## src/rtl/fetch_decode_queue_if.sv

```systemverilog
// Fetch-to-decode handshake bundle: {pc, inst} in from fetch, out to decode.
// master = fetch/decode side driving data and out_ready; slave = the queue.
interface fetch_decode_queue_if #(
  parameter int PC_W   = 16,
  parameter int INST_W = 16
) ();
  logic              in_valid;
  logic              in_ready;
  logic [PC_W-1:0]   in_pc;
  logic [INST_W-1:0] in_inst;
  logic              out_valid;
  logic              out_ready;
  logic [PC_W-1:0]   out_pc;
  logic [INST_W-1:0] out_inst;

  modport master (
    output in_valid, in_pc, in_inst, out_ready,
    input  in_ready, out_valid, out_pc, out_inst
  );

  modport slave (
    input  in_valid, in_pc, in_inst, out_ready,
    output in_ready, out_valid, out_pc, out_inst
  );
endinterface

```

## src/rtl/fetch_decode_queue.sv

```systemverilog
// DEPTH-entry elastic FIFO between fetch and decode with flush and bubbles.
// Define FDQ_BYPASS_EN for a zero-latency path through an empty queue.
module fetch_decode_queue #(
  parameter int PC_W   = 16,
  parameter int INST_W = 16,
  parameter int DEPTH  = 4
) (
  input  logic                       clk,
  input  logic                       reset,
  input  logic                       flush,
  fetch_decode_queue_if.slave        bus,
  output logic [$clog2(DEPTH):0]     count
);
  localparam int AW = $clog2(DEPTH);
  localparam logic [AW:0] FULL = (AW+1)'(DEPTH);

  logic [PC_W-1:0]   mem_pc   [DEPTH];
  logic [INST_W-1:0] mem_inst [DEPTH];
  logic [AW-1:0]     wr_ptr;
  logic [AW-1:0]     rd_ptr;
  logic              empty;
  logic              push;
  logic              pop;
  logic              byp;

  assign empty       = (count == '0);
  assign bus.in_ready = (count != FULL);

  always_comb begin
    byp          = 1'b0;
    bus.out_valid = ~empty & ~flush;
    bus.out_pc    = '0;
    bus.out_inst  = '0;
    if (bus.out_valid) begin
      bus.out_pc   = mem_pc[rd_ptr];
      bus.out_inst = mem_inst[rd_ptr];
    end
`ifdef FDQ_BYPASS_EN
    // Empty queue forwards fetch straight to decode.
    if (empty && !flush) begin
      byp           = 1'b1;
      bus.out_valid = bus.in_valid;
      if (bus.in_valid) begin
        bus.out_pc   = bus.in_pc;
        bus.out_inst = bus.in_inst;
      end
    end
`endif
  end

  assign push = bus.in_valid & bus.in_ready & ~flush
              & ~(byp & bus.out_ready);
  assign pop  = bus.out_valid & bus.out_ready & ~empty;

  always_ff @(posedge clk) begin
    if (push) begin
      mem_pc[wr_ptr]   <= bus.in_pc;
      mem_inst[wr_ptr] <= bus.in_inst;
    end
  end

  always_ff @(posedge clk or negedge reset) begin
    if (!reset) begin
      wr_ptr <= '0;
      rd_ptr <= '0;
      count  <= '0;
    end else if (flush) begin
      wr_ptr <= '0;
      rd_ptr <= '0;
      count  <= '0;
    end else begin
      if (push) wr_ptr <= wr_ptr + 1'b1;
      if (pop)  rd_ptr <= rd_ptr + 1'b1;
      unique case ({push, pop})
        2'b10:   count <= count + 1'b1;
        2'b01:   count <= count - 1'b1;
        default: count <= count;
      endcase
    end
  end
endmodule

```

## src/flat_wrapper.sv

```systemverilog
// flat-port wrapper written by rule: the top's interface ports become plain ports
module fetch_decode_queue_flat 
#(
  parameter int PC_W   = 16,
  parameter int INST_W = 16,
  parameter int DEPTH  = 4
)
  (clk, reset, flush, count, bus_in_valid, bus_in_pc, bus_in_inst, bus_out_ready, bus_in_ready, bus_out_valid, bus_out_pc, bus_out_inst);
  fetch_decode_queue_if #(.PC_W(PC_W), .INST_W(INST_W)) bus_i ();
  input  logic clk;
  input  logic reset;
  input  logic flush;
  output logic [$clog2(DEPTH):0] count;
  input wire logic [$bits(bus_i.in_valid)-1:0] bus_in_valid;
  input wire logic [$bits(bus_i.in_pc)-1:0] bus_in_pc;
  input wire logic [$bits(bus_i.in_inst)-1:0] bus_in_inst;
  input wire logic [$bits(bus_i.out_ready)-1:0] bus_out_ready;
  output wire logic [$bits(bus_i.in_ready)-1:0] bus_in_ready;
  output wire logic [$bits(bus_i.out_valid)-1:0] bus_out_valid;
  output wire logic [$bits(bus_i.out_pc)-1:0] bus_out_pc;
  output wire logic [$bits(bus_i.out_inst)-1:0] bus_out_inst;
  assign bus_i.in_valid = bus_in_valid;
  assign bus_i.in_pc = bus_in_pc;
  assign bus_i.in_inst = bus_in_inst;
  assign bus_i.out_ready = bus_out_ready;
  assign bus_in_ready = bus_i.in_ready;
  assign bus_out_valid = bus_i.out_valid;
  assign bus_out_pc = bus_i.out_pc;
  assign bus_out_inst = bus_i.out_inst;
  fetch_decode_queue #(.PC_W(PC_W), .INST_W(INST_W), .DEPTH(DEPTH)) u_core (.clk(clk), .reset(reset), .flush(flush), .bus(bus_i), .count(count));
endmodule
```

## config.mk

```make
export PLATFORM = sky130hd
export DESIGN_NAME = fetch_decode_queue_flat
export DESIGN_NICKNAME = d
export VERILOG_FILES = /design/src/rtl/fetch_decode_queue_if.sv /design/src/rtl/fetch_decode_queue.sv /design/src/flat_wrapper.sv
export SDC_FILE = /design/constraint.sdc
export NUM_CORES = 1
export LEC_CHECK = 0
export ABC_CLOCK_PERIOD_IN_PS = 2200
export BUFFER_PORTS_ARGS = -buffer_cell sky130_fd_sc_hd__buf_4
export CAP_MARGIN = 5
export CELL_PAD_IN_SITES_DETAIL_PLACEMENT = 0
export CELL_PAD_IN_SITES_GLOBAL_PLACEMENT = 2
export CORE_ASPECT_RATIO = 1.1
export CORE_MARGIN = 2
export CORE_UTILIZATION = 39
export DETAILED_ROUTE_END_ITERATION = 12
export GPL_ROUTABILITY_DRIVEN = 0
export PLACE_DENSITY = 0.74
export SLEW_MARGIN = 5
export SYNTH_ARGS = -nofsm -noshare
export SYNTH_HDL_FRONTEND = slang
export SYNTH_SLANG_ARGS = --single-unit
```

## constraint.sdc

```tcl
create_clock -name clk -period 2.2 [get_ports clk]
set_clock_uncertainty 0.1 [all_clocks]
set_input_delay 0.11 -clock clk [delete_from_list [all_inputs] [get_ports clk]]
set_output_delay 0.11 -clock clk [all_outputs]
set_load 0.01 [all_outputs]
```

# After elaboration in Yosys (flattened, before gate mapping)
# Memories as Yosys holds them, arrays and structs flattened.
# Index checks and enable logic that the tools add are counted.
[classes]
addsub = 4
eq_ne = 3
muxes = 10
bitwise_logic = 7
reduce_logical = 4
[op_table]
columns = ["operator", "n"]
rows = [
  ["$mux 16", 2],
  ["$mux 2", 4],
  ["$pmux 3 s2", 1],
  ["$and 1x1->1", 5],
  ["$add 2x1->2 const B", 2],
  ["$reduce_bool 2->1", 2],
  ["$add 3x1->3 const B", 1],
  ["$logic_not 3->1", 1],
  ["$mux 3", 1],
  ["$ne 3x3->1 const B", 1],
  ["$reduce_bool 3->1", 1],
  ["$sub 3x1->3 const B", 1],
  ["$eq 2x1->1 const B", 1],
  ["$eq 2x2->1 const B", 1],
  ["$mux 1", 2],
  ["$not 1->1", 2],
]
[word_totals]
register_bits = 7
ram_bits = 128
output_inout_bits = 37
wordCells = 33
memories = 2
[mem_list]
columns = ["name", "depth", "word_bits", "rd", "rd_clocked_by_memory_dff", "write_ports", "line", "source"]
rows = [
  ["u_core.mem_inst", 4, 16, 1, 0, 1, "fetch_decode_queue.sv:18", "logic [INST_W-1:0] mem_inst [DEPTH];"],
  ["u_core.mem_pc", 4, 16, 1, 0, 1, "fetch_decode_queue.sv:17", "logic [PC_W-1:0] mem_pc [DEPTH];"],
]

# Logic depth before layout (Yosys ltp)
# Gate-level depths: netlist (run 1).
[logic_depth]
word_depth = 8
depth_mapped = 7
mapped_depth_nobuf = 6

# Worst setup path before layout (run 1)
# Ideal clock, no wire load.
[synth_timing]
path_type = "register -> register"
startpoint = "register u_core.count[0]"
endpoint = "memory u_core.mem_inst[2][0] (enable)"
setup_time_ns = 0.392
arrival_ns = 1.885
t_required_ns = 1.708
setup_slack_ns = -0.177
path_stages_with_launch = 5
n_path_buf = 1
synth_period_minus_slack_ns = 2.377
path_cell_list = "dfrtp_1 buf_2 or3b_4 nor3b_1 and2_1"
[synth_via]
elab_chain_cells = 5
[synth_rtl]
columns = ["element", "line", "source"]
rows = [
  ["start: declaration", "fetch_decode_queue.sv:12", "output logic [$clog2(DEPTH):0] count"],
  ["start signal: assignment", "fetch_decode_queue.sv:75", "2'b10: count <= count + 1'b1;"],
  ["start signal: assignment", "fetch_decode_queue.sv:76", "2'b01: count <= count - 1'b1;"],
  ["start signal: assignment", "fetch_decode_queue.sv:77", "default: count <= count;"],
  ["$ne 3x3->1", "fetch_decode_queue.sv:27", "assign bus.in_ready = (count != FULL);"],
  ["net bus_in_ready", "flat_wrapper.sv:18", "output wire logic [$bits(bus_i.in_ready)-1:0] bus_in_ready;"],
  ["$and 1x1->1 (2 in series)", "fetch_decode_queue.sv:51", "assign push = bus.in_valid & bus.in_ready & ~flush"],
  ["$mux 1", "fetch_decode_queue.sv:56", "if (push) begin"],
  ["$mux 1 (implied by the code)", "fetch_decode_queue.sv:58", "mem_inst[wr_ptr] <= bus.in_inst;"],
  ["end: declaration", "fetch_decode_queue.sv:18", ""],
]
# The timed path passes the listed nets, and every way through them passes these cells.

# Worst setup path after layout (run 1)
[layout_timing]
startpoint = "register u_core.count[0]"
endpoint = "output bus_out_pc[13]"
[layout_via]
elab_chain_cells = 4
[layout_rtl]
columns = ["element", "line", "source"]
rows = [
  ["$logic_not 3->1", "fetch_decode_queue.sv:26", "assign empty = (count == '0);"],
  ["$not 1->1", "fetch_decode_queue.sv:31", "bus.out_valid = ~empty & ~flush;"],
  ["$and 1x1->1", "fetch_decode_queue.sv:31", ""],
  ["$mux 16", "fetch_decode_queue.sv:34", "if (bus.out_valid) begin"],
  ["end: declaration", "flat_wrapper.sv:20", "output wire logic [$bits(bus_i.out_pc)-1:0] bus_out_pc;"],
]
# Every way passes these cells.

==> impl_metrics.tcl, run 1 <==
set metrics [dict create \
    final.hold.worst_slack_ns 0.335 \
    p_leak_nw 2.62 \
    placedInstanceArea_um2 6380 \
    avgSynthCellArea_um2 20.2 \
    final_period_minus_worst_setup_slack_ns 2.10 \
    placement_row_count 45 \
    numPortBuffers 73 \
    total_net_switching_power_w 0.00152 \
    postLayoutCoreUtil_pct 53.8 \
    cts_root_buf "sky130_fd_sc_hd__clkbuf_16" \
    clockBufferDepth 2 \
    max_cap_viol_count 0 \
    setup_viol_count_final 0 \
    max-vdd-ir-drop_v 0.000520 \
    intPower_w 0.00546 \
    syn_area_um2 5510 \
    worstPathArrival_ns 1.89 \
    fin_tns_setup_ns 0 \
    worst_margin_pin_slew_ns 0.366 \
    synth-warning-count 0 \
    post_cts_setup_repair_bufs 0 \
    path_clk_slew_ns 0.06 \
    number_of_global_route_vias_before_repair 2951 \
    critical_path_peak_fanout 27 \
    gate_count_post_synth 272 \
    synth_nets 314 \
    grt_use_total_pct 14.2 \
    worstSetupPathType "reg -> out" \
    timing.fmax_ghz 0.477 \
    cts_inserted_buffers 17 \
    critPathCaptureType "primary output" \
    drt_first_iter_violations 123 \
    floorplan.die_area_um2 15100 \
    grt_pass1_wl_mm 15.8 \
    top_level_ports 74 \
    antenna_found_initial 0 \
    proportion_of_power_drawn_by_the_clock_network_pct 44.9 \
    tritoncts "yes" \
    path_class_of_the_lowest_slack_min_delay_path "in -> reg" \
    power_density_nw_per_um2 940 \
    vias 2840 \
    post-route-period-util_pct 95.3 \
    cts_sinks 135 \
    layout.cells.non_filler 600 \
    vias_per_cell 4.73 \
    timing.slew.headroom_pct 75.0 \
    gr_ovfl_total 0 \
    route.detailed.drc 0 \
    n_antenna_cell 0 \
    final-max-slew-violation-count 0 \
    synthesis_stage_register_bit_count 135 \
    switching_share_of_total_power_pct 21.8 \
    htree_num_levels 4 \
    fin_nets 441 \
    yosysSeqAreaShare_pct 73.0 \
    wl_per_cell_um 16.7 \
    top_cells_by_area_in_the_synthesized_netlist "sky130_fd_sc_hd__edfxtp_1 70%, sky130_fd_sc_hd__mux4_2 13%, sky130_fd_sc_hd__dfrtp_1 3.2%" \
    startpoint_type "flip-flop" \
    grt_max_degree 33 \
    top_area_cell_type_share_of_the_netlist_area_pct 69.8 \
    layout-area-overhead-vs-synth_pct 34.8 \
    grt_setup_unrepaired "false" \
    hold_violations 0 \
    num-fill-cells 1119 \
    hpwl_mm 6.11 \
    clkLatencyLatePin_ns 0.41 \
    post-place-cells 531 \
    post-route-cell-area_um2 7420 \
    count_of_distinct_cell_types_in_the_synthesized_netlist 35 \
    firstDrtPassIters 4 \
    die_width_um 117 \
    post_route_cells_drive_above_1_share_pct 41.5 \
    routed_wl_mm 10.0 \
    cp_data_required_time_ns 1.99 \
    core_area_um2 13800 \
    floorplan.initialDensity_pct 39.9 \
    synthDominantAreaCellType "sky130_fd_sc_hd__edfxtp_1" \
    comb_power_share_pct 12.7 \
    die_height_um 129 \
    ant_nets 0 \
    status "finished clean" \
    power.sequential.fraction_pct 42.4 \
]
-- worst max-delay path: stages, from the launching register on --
cell and delay, ns:
sky130_fd_sc_hd__dfrtp_1 0.48, sky130_fd_sc_hd__nor3_1 0.11, sky130_fd_sc_hd__or2_2 0.32, sky130_fd_sc_hd__buf_12 0.19
sky130_fd_sc_hd__nor2b_1 0.21, sky130_fd_sc_hd__buf_4 0.16
-- registers in the layout, summed over array words and instances, names as in the netlist --
name,cells
u_core.count,3
u_core.rd_ptr,2
u_core.mem_pc,64
u_core.mem_inst,64
u_core.wr_ptr,2
-- layer usage --
| metal | vias to the layer above | GRT usage (%) | part of all wire (%) | wire [um] |
|---|---|---|---|---|
| li1 | 1330 | - | - | - |
| met3 | 14 | 4.08 | 3.5 | 348 |
| met5 | - | 0 | 0 | 0 |
| met1 | 1431 | 17.5 | 45 | 4470 |
| met4 | 0 | 5.74 | 1.4 | 144 |
| met2 | 65 | 23.8 | 50 | 5040 |
-- metrics by stage --
step / worst slack (ns) / total power, W
3_5_place_dp: 0.158 / 0.00387
5_1_grt: 0.00817 / 0.00722
3_3_place_gp: 0.218 / 0.00386
6_report: 0.104 / 0.00698
2_1_floorplan: 0.151 / 0.00354
4_1_cts: 0.0322 / 0.00706
-- cell usage after synthesis --
cell type,n
sky130_fd_sc_hd__or3b_1,1
sky130_fd_sc_hd__nor2_1,8
sky130_fd_sc_hd__nand2b_1,1
sky130_fd_sc_hd__nor3_1,3
sky130_fd_sc_hd__buf_6,3
sky130_fd_sc_hd__or2b_1,1
sky130_fd_sc_hd__xnor2_1,2
sky130_fd_sc_hd__nor3b_1,1
sky130_fd_sc_hd__or2_1,1
sky130_fd_sc_hd__buf_12,2
sky130_fd_sc_hd__nor4_1,1
sky130_fd_sc_hd__inv_1,5
sky130_fd_sc_hd__mux4_2,32
sky130_fd_sc_hd__nand2_1,3
sky130_fd_sc_hd__buf_2,9
sky130_fd_sc_hd__xor2_1,3
sky130_fd_sc_hd__or3b_4,1
sky130_fd_sc_hd__a21oi_1,5
sky130_fd_sc_hd__o21ai_0,2
sky130_fd_sc_hd__nand2_2,1
sky130_fd_sc_hd__buf_4,1
sky130_fd_sc_hd__edfxtp_1,128
sky130_fd_sc_hd__and2_1,4
sky130_fd_sc_hd__or3_1,1
sky130_fd_sc_hd__fa_1,1
sky130_fd_sc_hd__a311oi_1,1
sky130_fd_sc_hd__nand3b_1,1
sky130_fd_sc_hd__ha_1,4
sky130_fd_sc_hd__nor2b_1,24
sky130_fd_sc_hd__nand3_1,3
sky130_fd_sc_hd__dfrtp_1,7
sky130_fd_sc_hd__o21ai_1,1
sky130_fd_sc_hd__a21o_1,1
sky130_fd_sc_hd__a2111oi_0,1
sky130_fd_sc_hd__nor2b_4,9
-- power by group through the flow --
stage / clock [W] / sequential (W) / combinational, W
floorplan: 0 / 0.00300 / 0.000546
global placement: 0 / 0.00301 / 0.000853
detailed placement: 0 / 0.00301 / 0.000856
CTS: 0.00319 / 0.00296 / 0.000910
global route: 0.00329 / 0.00297 / 0.000967
finish: 0.00314 / 0.00296 / 0.000888
-- logic make-up (layout without fill, tap and decap cells) --
| family | after synthesis | in the layout | share of synthesized area (%) |
|---|---|---|---|
| adders and majority gates | 5 | 5 | 1.27 |
| xor gates and xnor gates | 5 | 5 | 0.795 |
| muxes | 32 | 32 | 13.1 |
| and+or+nand+nor | 64 | 64 | 8.06 |
| buffers and inverters | 20 | 160 | 2.64 |
| AOI/OAI and AO/OA | 11 | 11 | 1.18 |
| DFF | 135 | 135 | 73.0 |
-- layout make-up --
type                       instances  area [um2]  share of cell area [%]
timing repair buffer             123        1130                    15.2
multi-input combinational        117        1350                    18.2
tap                              188         235                    3.17
clock inverter                    15         239                    3.22
clock buffer                      17         425                    5.73
inverter                           5        18.8                   0.253
sequential                       135        4020                    54.2
-- final timing paths --
kind	slack, ns	cells after the start	endpoint	startpoint
worst max-delay path	0.10	5	bus_out_pc[13]	u_core.count[0]
worst min-delay path	0.34	2	u_core.mem_inst[1][10]	bus_in_inst[10]
worst max register to register	0.16	6	u_core.count[1]	u_core.count[0]
worst min register to register	0.47	2	u_core.rd_ptr[1]	u_core.rd_ptr[1]
max in group asynchronous	1.14	3	u_core.rd_ptr[1]	reset
min in group asynchronous	0.58	3	u_core.count[1]	reset
-- cells in the final DEF (no fill, tap or decap), types with 4 or more instances in the layout --
master / count
sky130_fd_sc_hd__a21oi_1: 5
sky130_fd_sc_hd__inv_1: 5
sky130_fd_sc_hd__and2_2: 4
sky130_fd_sc_hd__dlygate4sd3_1: 37
sky130_fd_sc_hd__bufinv_16: 5
sky130_fd_sc_hd__buf_4: 77
sky130_fd_sc_hd__buf_12: 9
sky130_fd_sc_hd__dfrtp_2: 4
sky130_fd_sc_hd__ha_1: 4
sky130_fd_sc_hd__clkbuf_16: 17
sky130_fd_sc_hd__edfxtp_1: 128
sky130_fd_sc_hd__nor2_1: 8
sky130_fd_sc_hd__nor2b_1: 24
sky130_fd_sc_hd__inv_6: 5
sky130_fd_sc_hd__mux4_2: 32
sky130_fd_sc_hd__nor2b_4: 9
-- what timing repair did --
action                                  CTS  global route
endpoints found under the setup margin    0            21
hold buffers                             37             0
hold endpoints to repair                142             0
gates resized for setup                   0             3
Power figures use the tool's default switching activity.
==> inputs of run 2 (changes only) <==
--- a/config.mk
+++ b/config.mk
@@ -10,8 +10,9 @@
 export CAP_MARGIN = 5
 export CELL_PAD_IN_SITES_DETAIL_PLACEMENT = 0
-export CELL_PAD_IN_SITES_GLOBAL_PLACEMENT = 2
+export CELL_PAD_IN_SITES_GLOBAL_PLACEMENT = 1
 export CORE_ASPECT_RATIO = 1.1
 export CORE_MARGIN = 2
-export CORE_UTILIZATION = 39
+export CORE_UTILIZATION = 44
+export CTS_BUF_LIST = sky130_fd_sc_hd__clkbuf_8 sky130_fd_sc_hd__clkbuf_16
 export DETAILED_ROUTE_END_ITERATION = 12
 export GPL_ROUTABILITY_DRIVEN = 0
==> constraint.sdc (replaced) <==
create_clock -name clk -period 2.2 [get_ports clk]
set_clock_uncertainty 0.1 [all_clocks]
set_input_delay 0.22 -clock clk [delete_from_list [all_inputs] [get_ports clk]]
set_output_delay 0.22 -clock clk [all_outputs]
set_load 0.01 [all_outputs]
==> run 2 against run 1 <==
Maximum frequency is 6.7% lower. Sequential cell count did not move. The run now ends with negative setup slack left. Sequential share of layout area shrank 0.24 points. Clock power fell by 23%. Core utilization is 7.6 points higher. Largest cell class unchanged.
==> impl_metrics.tcl, run 2 (synthesis gave the netlist of run 1 again) <==
set metrics [dict create \
    status "finished, violations left" \
    failing_checks "negative setup slack" \
    switching_share_of_total_power_pct 22.8 \
    multi_input_comb_area_um2 1370 \
    layout-area-overhead-vs-synth_pct 35.4 \
    biggestRegsByFlops "u_core.mem_inst: 64 flops, u_core.mem_pc: 64 flops, u_core.count: 3 flops" \
    worstSetupPathType "reg -> out" \
    htree_num_levels 4 \
    post_route_cells_drive_above_1_share_pct 43.3 \
    worst_margin_pin_slew_ns 0.325 \
    startpoint_type "flip-flop" \
    worstPathArrival_ns 1.93 \
    path_clk_slew_ns 0.05 \
    post-place-cells 499 \
    clkLatencyLatePin_ns 0.40 \
    grt_pass1_wl_mm 15.2 \
    timing.slew.headroom_pct 77.8 \
    cp_data_required_time_ns 1.88 \
    cts_inserted_buffers 17 \
    critPathCaptureType "primary output" \
    numPortBuffers 73 \
    hold_violations 0 \
    layout.cells.non_filler 577 \
    n_antenna_cell 0 \
    most_common_cell_after_layout_fill_and_taps_aside "sky130_fd_sc_hd__edfxtp_1" \
    cts_sinks 135 \
    drt_first_iter_violations 173 \
    final-max-slew-violation-count 0 \
    gr_ovfl_total 0 \
    power_density_nw_per_um2 857 \
    tritoncts "yes" \
    wl_per_cell_um 17.9 \
    floorplan.initialDensity_pct 45.4 \
    ant_nets 0 \
    post-route-period-util_pct 102 \
    total_net_switching_power_w 0.00146 \
    placement_row_count 42 \
    comb_power_share_pct 15.9 \
    critical_path_peak_fanout 4 \
    die_width_um 111 \
    floorplan.die_area_um2 13400 \
    grt_max_degree 25 \
    clockBufferDepth 2 \
    timing.fmax_ghz 0.445 \
    cts_root_buf "sky130_fd_sc_hd__clkbuf_16" \
    fin_ws_ns -0.0463 \
    routed_wl_mm 10.3 \
    final_period_minus_worst_setup_slack_ns 2.25 \
    hpwl_mm 6.06 \
    antenna_found_initial 0 \
    max_cap_viol_count 0 \
    max-vdd-ir-drop_v 0.000611 \
    route.detailed.drc 0 \
    intPower_w 0.00494 \
    top_level_ports 74 \
    grt_setup_unrepaired "true" \
    grt_use_total_pct 15.2 \
    vias_per_cell 5.13 \
    postLayoutCoreUtil_pct 61.5 \
    p_leak_nw 2.66 \
    vias 2960 \
    core_area_um2 12100 \
    power.sequential.fraction_pct 46.4 \
    firstDrtPassIters 5 \
    proportion_of_power_drawn_by_the_clock_network_pct 37.7 \
    ff_latch_area_um2 4030 \
    fin_nets 452 \
    setup_viol_count_final 3 \
    num-fill-cells 874 \
    die_height_um 121 \
    number_of_global_route_vias_before_repair 2949 \
    final_cell_mix "128 x sky130_fd_sc_hd__edfxtp_1, 71 x sky130_fd_sc_hd__buf_4, 35 x sky130_fd_sc_hd__dlygate4sd3_1" \
    regToRegSetupSlack_ns 0.26 \
    path_class_of_the_lowest_slack_min_delay_path "in -> async" \
]
==> run 2: changes by cell type in the layout (fill, tap and decap cells not counted), sizes merged <==
cell / before / now
buf: 86 / 97
clkinv: 3 / 9
bufinv: 5 / 0
clkbuf: 17 / 19
dlygate4sd3: 37 / 35
inv: 11 / 9
clkinvlp: 1 / 2
==> run 2: power groups by stage <==
stage               clock (W)  combinational [W]  sequential, W
floorplan                   0           0.000546        0.00300
global placement            0           0.000829        0.00301
detailed placement          0           0.000832        0.00302
CTS                   0.00248           0.000887        0.00296
global route          0.00258            0.00109        0.00297
finish                0.00241            0.00101        0.00297
==> run 2: critical path, cell delays in order (launching register included) <==
cell and delay [ns]:
sky130_fd_sc_hd__dfrtp_2 0.42, sky130_fd_sc_hd__buf_6 0.14, sky130_fd_sc_hd__clkbuf_16 0.14, sky130_fd_sc_hd__mux4_2 0.50
sky130_fd_sc_hd__nor2b_1 0.17, sky130_fd_sc_hd__buf_4 0.15
==> run 2: layer usage <==
layer / up-vias / global-route usage [%] / wire length [um]
met5: - / 0 / 0
met4: 0 / 5.16 / 108
met3: 12 / 4.80 / 429
met2: 84 / 25.9 / 5530
met1: 1511 / 18.4 / 4280
li1: 1353 / - / -
==> run 2: what timing repair did <==
action / 4_1_cts / 5_1_grt
pin swaps: 0 / 0
setup buffers: 0 / 8
hold buffers: 35 / 0
endpoints found under the hold margin: 142 / 0
gates resized for setup: 3 / 21
cloned: 0 / 3
endpoints found under the setup margin: 33 / 48
==> run 2: per-stage QoR <==
stage	area, um2	TNS (ns)	hold WS (ns)	setup WS (ns)	total power (W)
finish	7460	-0.0545	0.0702	-0.0463	0.00639
CTS	7230	-0.0543	0.0522	-0.0166	0.00633
global placement	6350	0	-0.0589	0.208	0.00384
detailed placement	6350	0	-0.0588	0.124	0.00385
global route	7460	-1.44	0.0672	-0.0868	0.00664
floorplan	5510	0	-0.176	0.151	0.00354
==> run 2: final cells by class <==
class                      count  share of cell area, %
sequential                   135                   54.0
multi-input combinational    117                   18.4
timing repair buffer         134                   17.8
clock buffer                  17                   5.70
tap                          154                   2.58
clock inverter                15                   1.24
inverter                       5                  0.252
==> run 2: path summary, 6_finish.rpt <==
path                                        from                to  cells past startpoint
min in group clk                    bus_in_valid  u_core.wr_ptr[1]                      3
max in group asynchronous                  reset  u_core.rd_ptr[0]                      2
worst min-delay path                       reset   u_core.count[0]                      2
worst max register to register   u_core.count[0]   u_core.count[1]                      6
worst max-delay path            u_core.rd_ptr[0]   bus_out_inst[6]                      5
worst min register to register  u_core.wr_ptr[1]  u_core.wr_ptr[1]                      2
==> inputs of run 3 (changes only) <==
BUFFER_PORTS_ARGS = unset   (was -buffer_cell sky130_fd_sc_hd__buf_4)
CORE_UTILIZATION = 49   (was 44)
CTS_CLUSTER_SIZE = 24   (was unset)
DONT_BUFFER_PORTS = 1   (was unset)
PLACE_DENSITY = 0.77   (was 0.74)
==> run 3 against run 2 <==
The flow now finishes without violations. Cell count is 15% lower. Core utilization is 0.63 points higher. Sequential cell count stayed put. Global-route usage is 2.0 points higher. Die area is 9.9% lower. Non-clock buffer count is 80 lower. Maximum frequency is 7.8% higher. Combinational power is 26% lower. Register-to-register slack worse by 0.08 ns. Clock power is 19% higher. Highest routed layer unchanged.
==> impl_metrics.tcl, run 3 (synthesis gave the netlist of run 1 again) <==
set metrics [dict create \
    post-route-period-util_pct 94.7 \
    firstDrtPassIters 4 \
    ff_latch_area_um2 4020 \
    floorplan.initialDensity_pct 50.3 \
    gr_ovfl_total 0 \
    wl_per_cell_um 19.7 \
    hpwl_mm 5.64 \
    htree_num_levels 4 \
    cts_sinks 135 \
    n_antenna_cell 0 \
    core_area_um2 11000 \
    timing.slew.headroom_pct 74.6 \
    path_clk_slew_ns 0.06 \
    die_width_um 105 \
    critical_path.cell_chain "buf_12 > mux4_2 > nor2b_1" \
    critPathCaptureType "primary output" \
    routed_wl_mm 9.65 \
    numPortBuffers 0 \
    startpoint_type "flip-flop" \
    worstSetupPathType "reg -> out" \
    grt_pass1_wl_mm 15.2 \
    final_cell_mix "128 x sky130_fd_sc_hd__edfxtp_1, 37 x sky130_fd_sc_hd__dlygate4sd3_1, 32 x sky130_fd_sc_hd__mux4_2" \
    cpMaxStageDelayCell "sky130_fd_sc_hd__mux4_2" \
    fin_nets 372 \
    critical_path.n_buffers_inverters 1 \
    grt_use_total_pct 17.2 \
    grt_setup_unrepaired "false" \
    cp_data_required_time_ns 1.88 \
    final-max-slew-violation-count 0 \
    grt_max_degree 35 \
    placement_row_count 40 \
    critical_path.top_delay_family "multiplexers" \
    clkLatencyLatePin_ns 0.40 \
    layout-area-overhead-vs-synth_pct 23.5 \
    most_common_cell_after_layout_fill_and_taps_aside "sky130_fd_sc_hd__edfxtp_1" \
    route.detailed.drc 0 \
    clockBufferDepth 2 \
    hold_path_depth 2 \
    top_level_ports 74 \
    setup_viol_count_final 0 \
    post_route_cells_drive_above_1_share_pct 28.0 \
    critical_path_peak_fanout 17 \
    status "finished clean" \
    path_class_of_the_lowest_slack_min_delay_path "in -> reg" \
    vias 2651 \
    multi_input_comb_area_um2 1350 \
    slowest_delay_ns 0.54 \
    p_leak_nw 2.25 \
    cts_root_buf "sky130_fd_sc_hd__clkbuf_16" \
    tritoncts "yes" \
    worstPathArrival_ns 1.76 \
    hold_violations 0 \
    die_height_um 115 \
    max_cap_viol_count 0 \
    antenna_found_initial 0 \
    post-route-cell-area_um2 6800 \
    vias_per_cell 5.41 \
    worst_margin_pin_slew_ns 0.372 \
    post_cts_setup_repair_bufs 0 \
    cp_num_cells 3 \
    power_density_nw_per_um2 966 \
    number_of_global_route_vias_before_repair 2902 \
    final.hold.worst_slack_ns 0.0341 \
    placedInstanceArea_um2 5790 \
    timing.fmax_ghz 0.480 \
    max-vdd-ir-drop_v 0.000588 \
    fin_tns_setup_ns 0 \
    drt_first_iter_violations 188 \
    final_period_minus_worst_setup_slack_ns 2.08 \
    timing.reg2reg.worst_path_depth 6 \
    ant_nets 0 \
    cts_inserted_buffers 17 \
    num-fill-cells 761 \
    biggestRegsByFlops "u_core.mem_inst: 64 flops, u_core.mem_pc: 64 flops, u_core.count: 3 flops" \
    floorplan.die_area_um2 12100 \
]
## run 3: cell types whose count changed in the layout (fill, tap and decap cells not counted), moves of 2 or more
cell	previous run	this run
sky130_fd_sc_hd__dfrtp_1	2	5
sky130_fd_sc_hd__bufinv_16	0	4
sky130_fd_sc_hd__clkinv_4	4	1
sky130_fd_sc_hd__buf_12	12	8
sky130_fd_sc_hd__dfrtp_2	5	2
sky130_fd_sc_hd__nor2b_1	22	24
sky130_fd_sc_hd__buf_4	71	7
sky130_fd_sc_hd__buf_6	14	1
sky130_fd_sc_hd__dlygate4sd3_1	35	37
sky130_fd_sc_hd__nor2b_4	11	9
## run 3: metal layers
layer	wire length, um	global-route usage, %	vias up
li1	-	-	1196
met1	3850	20.2	1365
met2	5170	29.4	84
met3	549	6.24	6
met4	80	6.40	0
met5	0	0	-
## run 3: repair_timing
item,CTS,global route
hold endpoints to repair,142,0
resized for setup,0,1
setup endpoints to repair,0,11
hold buffers,37,0
## run 3: report_power, final
part | internal [W] | total (W) | switching, W
clock | 0.00188 | 0.00287 | 0.000993
sequential | 0.00292 | 0.00295 | 0.0000327
combinational | 0.000385 | 0.000750 | 0.000365
## run 3: path summary, 6_finish.rpt
check | slack (ns) | from | endpoint
worst max-delay path | 0.12 | u_core.rd_ptr[0] | bus_out_inst[0]
worst max register to register | 0.18 | u_core.count[0] | u_core.count[1]
worst min register to register | 0.47 | u_core.wr_ptr[1] | u_core.wr_ptr[1]
worst min-delay path | 0.03 | bus_out_ready | u_core.count[2]
min in group asynchronous | 0.05 | reset | u_core.count[0]
max in group asynchronous | 1.68 | reset | u_core.rd_ptr[1]
## run 3: area by class of cell
class                           instances  area share, %
Clock inverter                         15           2.74
Multi-Input combinational cell        117           19.8
Tap cell                              147           2.70
Sequential cell                       135           59.1
Inverter                                5          0.276
Clock buffer                           17           6.25
Timing Repair Buffer                   54           9.10
## run 3: metrics by stage
stage	instances	setup WS [ns]	utilization, %	power (W)
floorplan	272	0.151	-	0.00354
global placement	420	0.326	52.9	0.00365
finish	490	0.116	62.1	0.00657
global route	490	0.00671	62.1	0.00684
detailed placement	420	0.236	52.9	0.00366
CTS	489	0.0183	61.8	0.00663
## run 3: worst reg2reg max path, delay by kind of cell (launching register included)
family                     cells  cell delay (ns)
AOI/OAI and AO/OA              1             0.07
adders and majority gates      1             0.51
DFF                            1             0.41
and+or+nand+nor                4             0.81
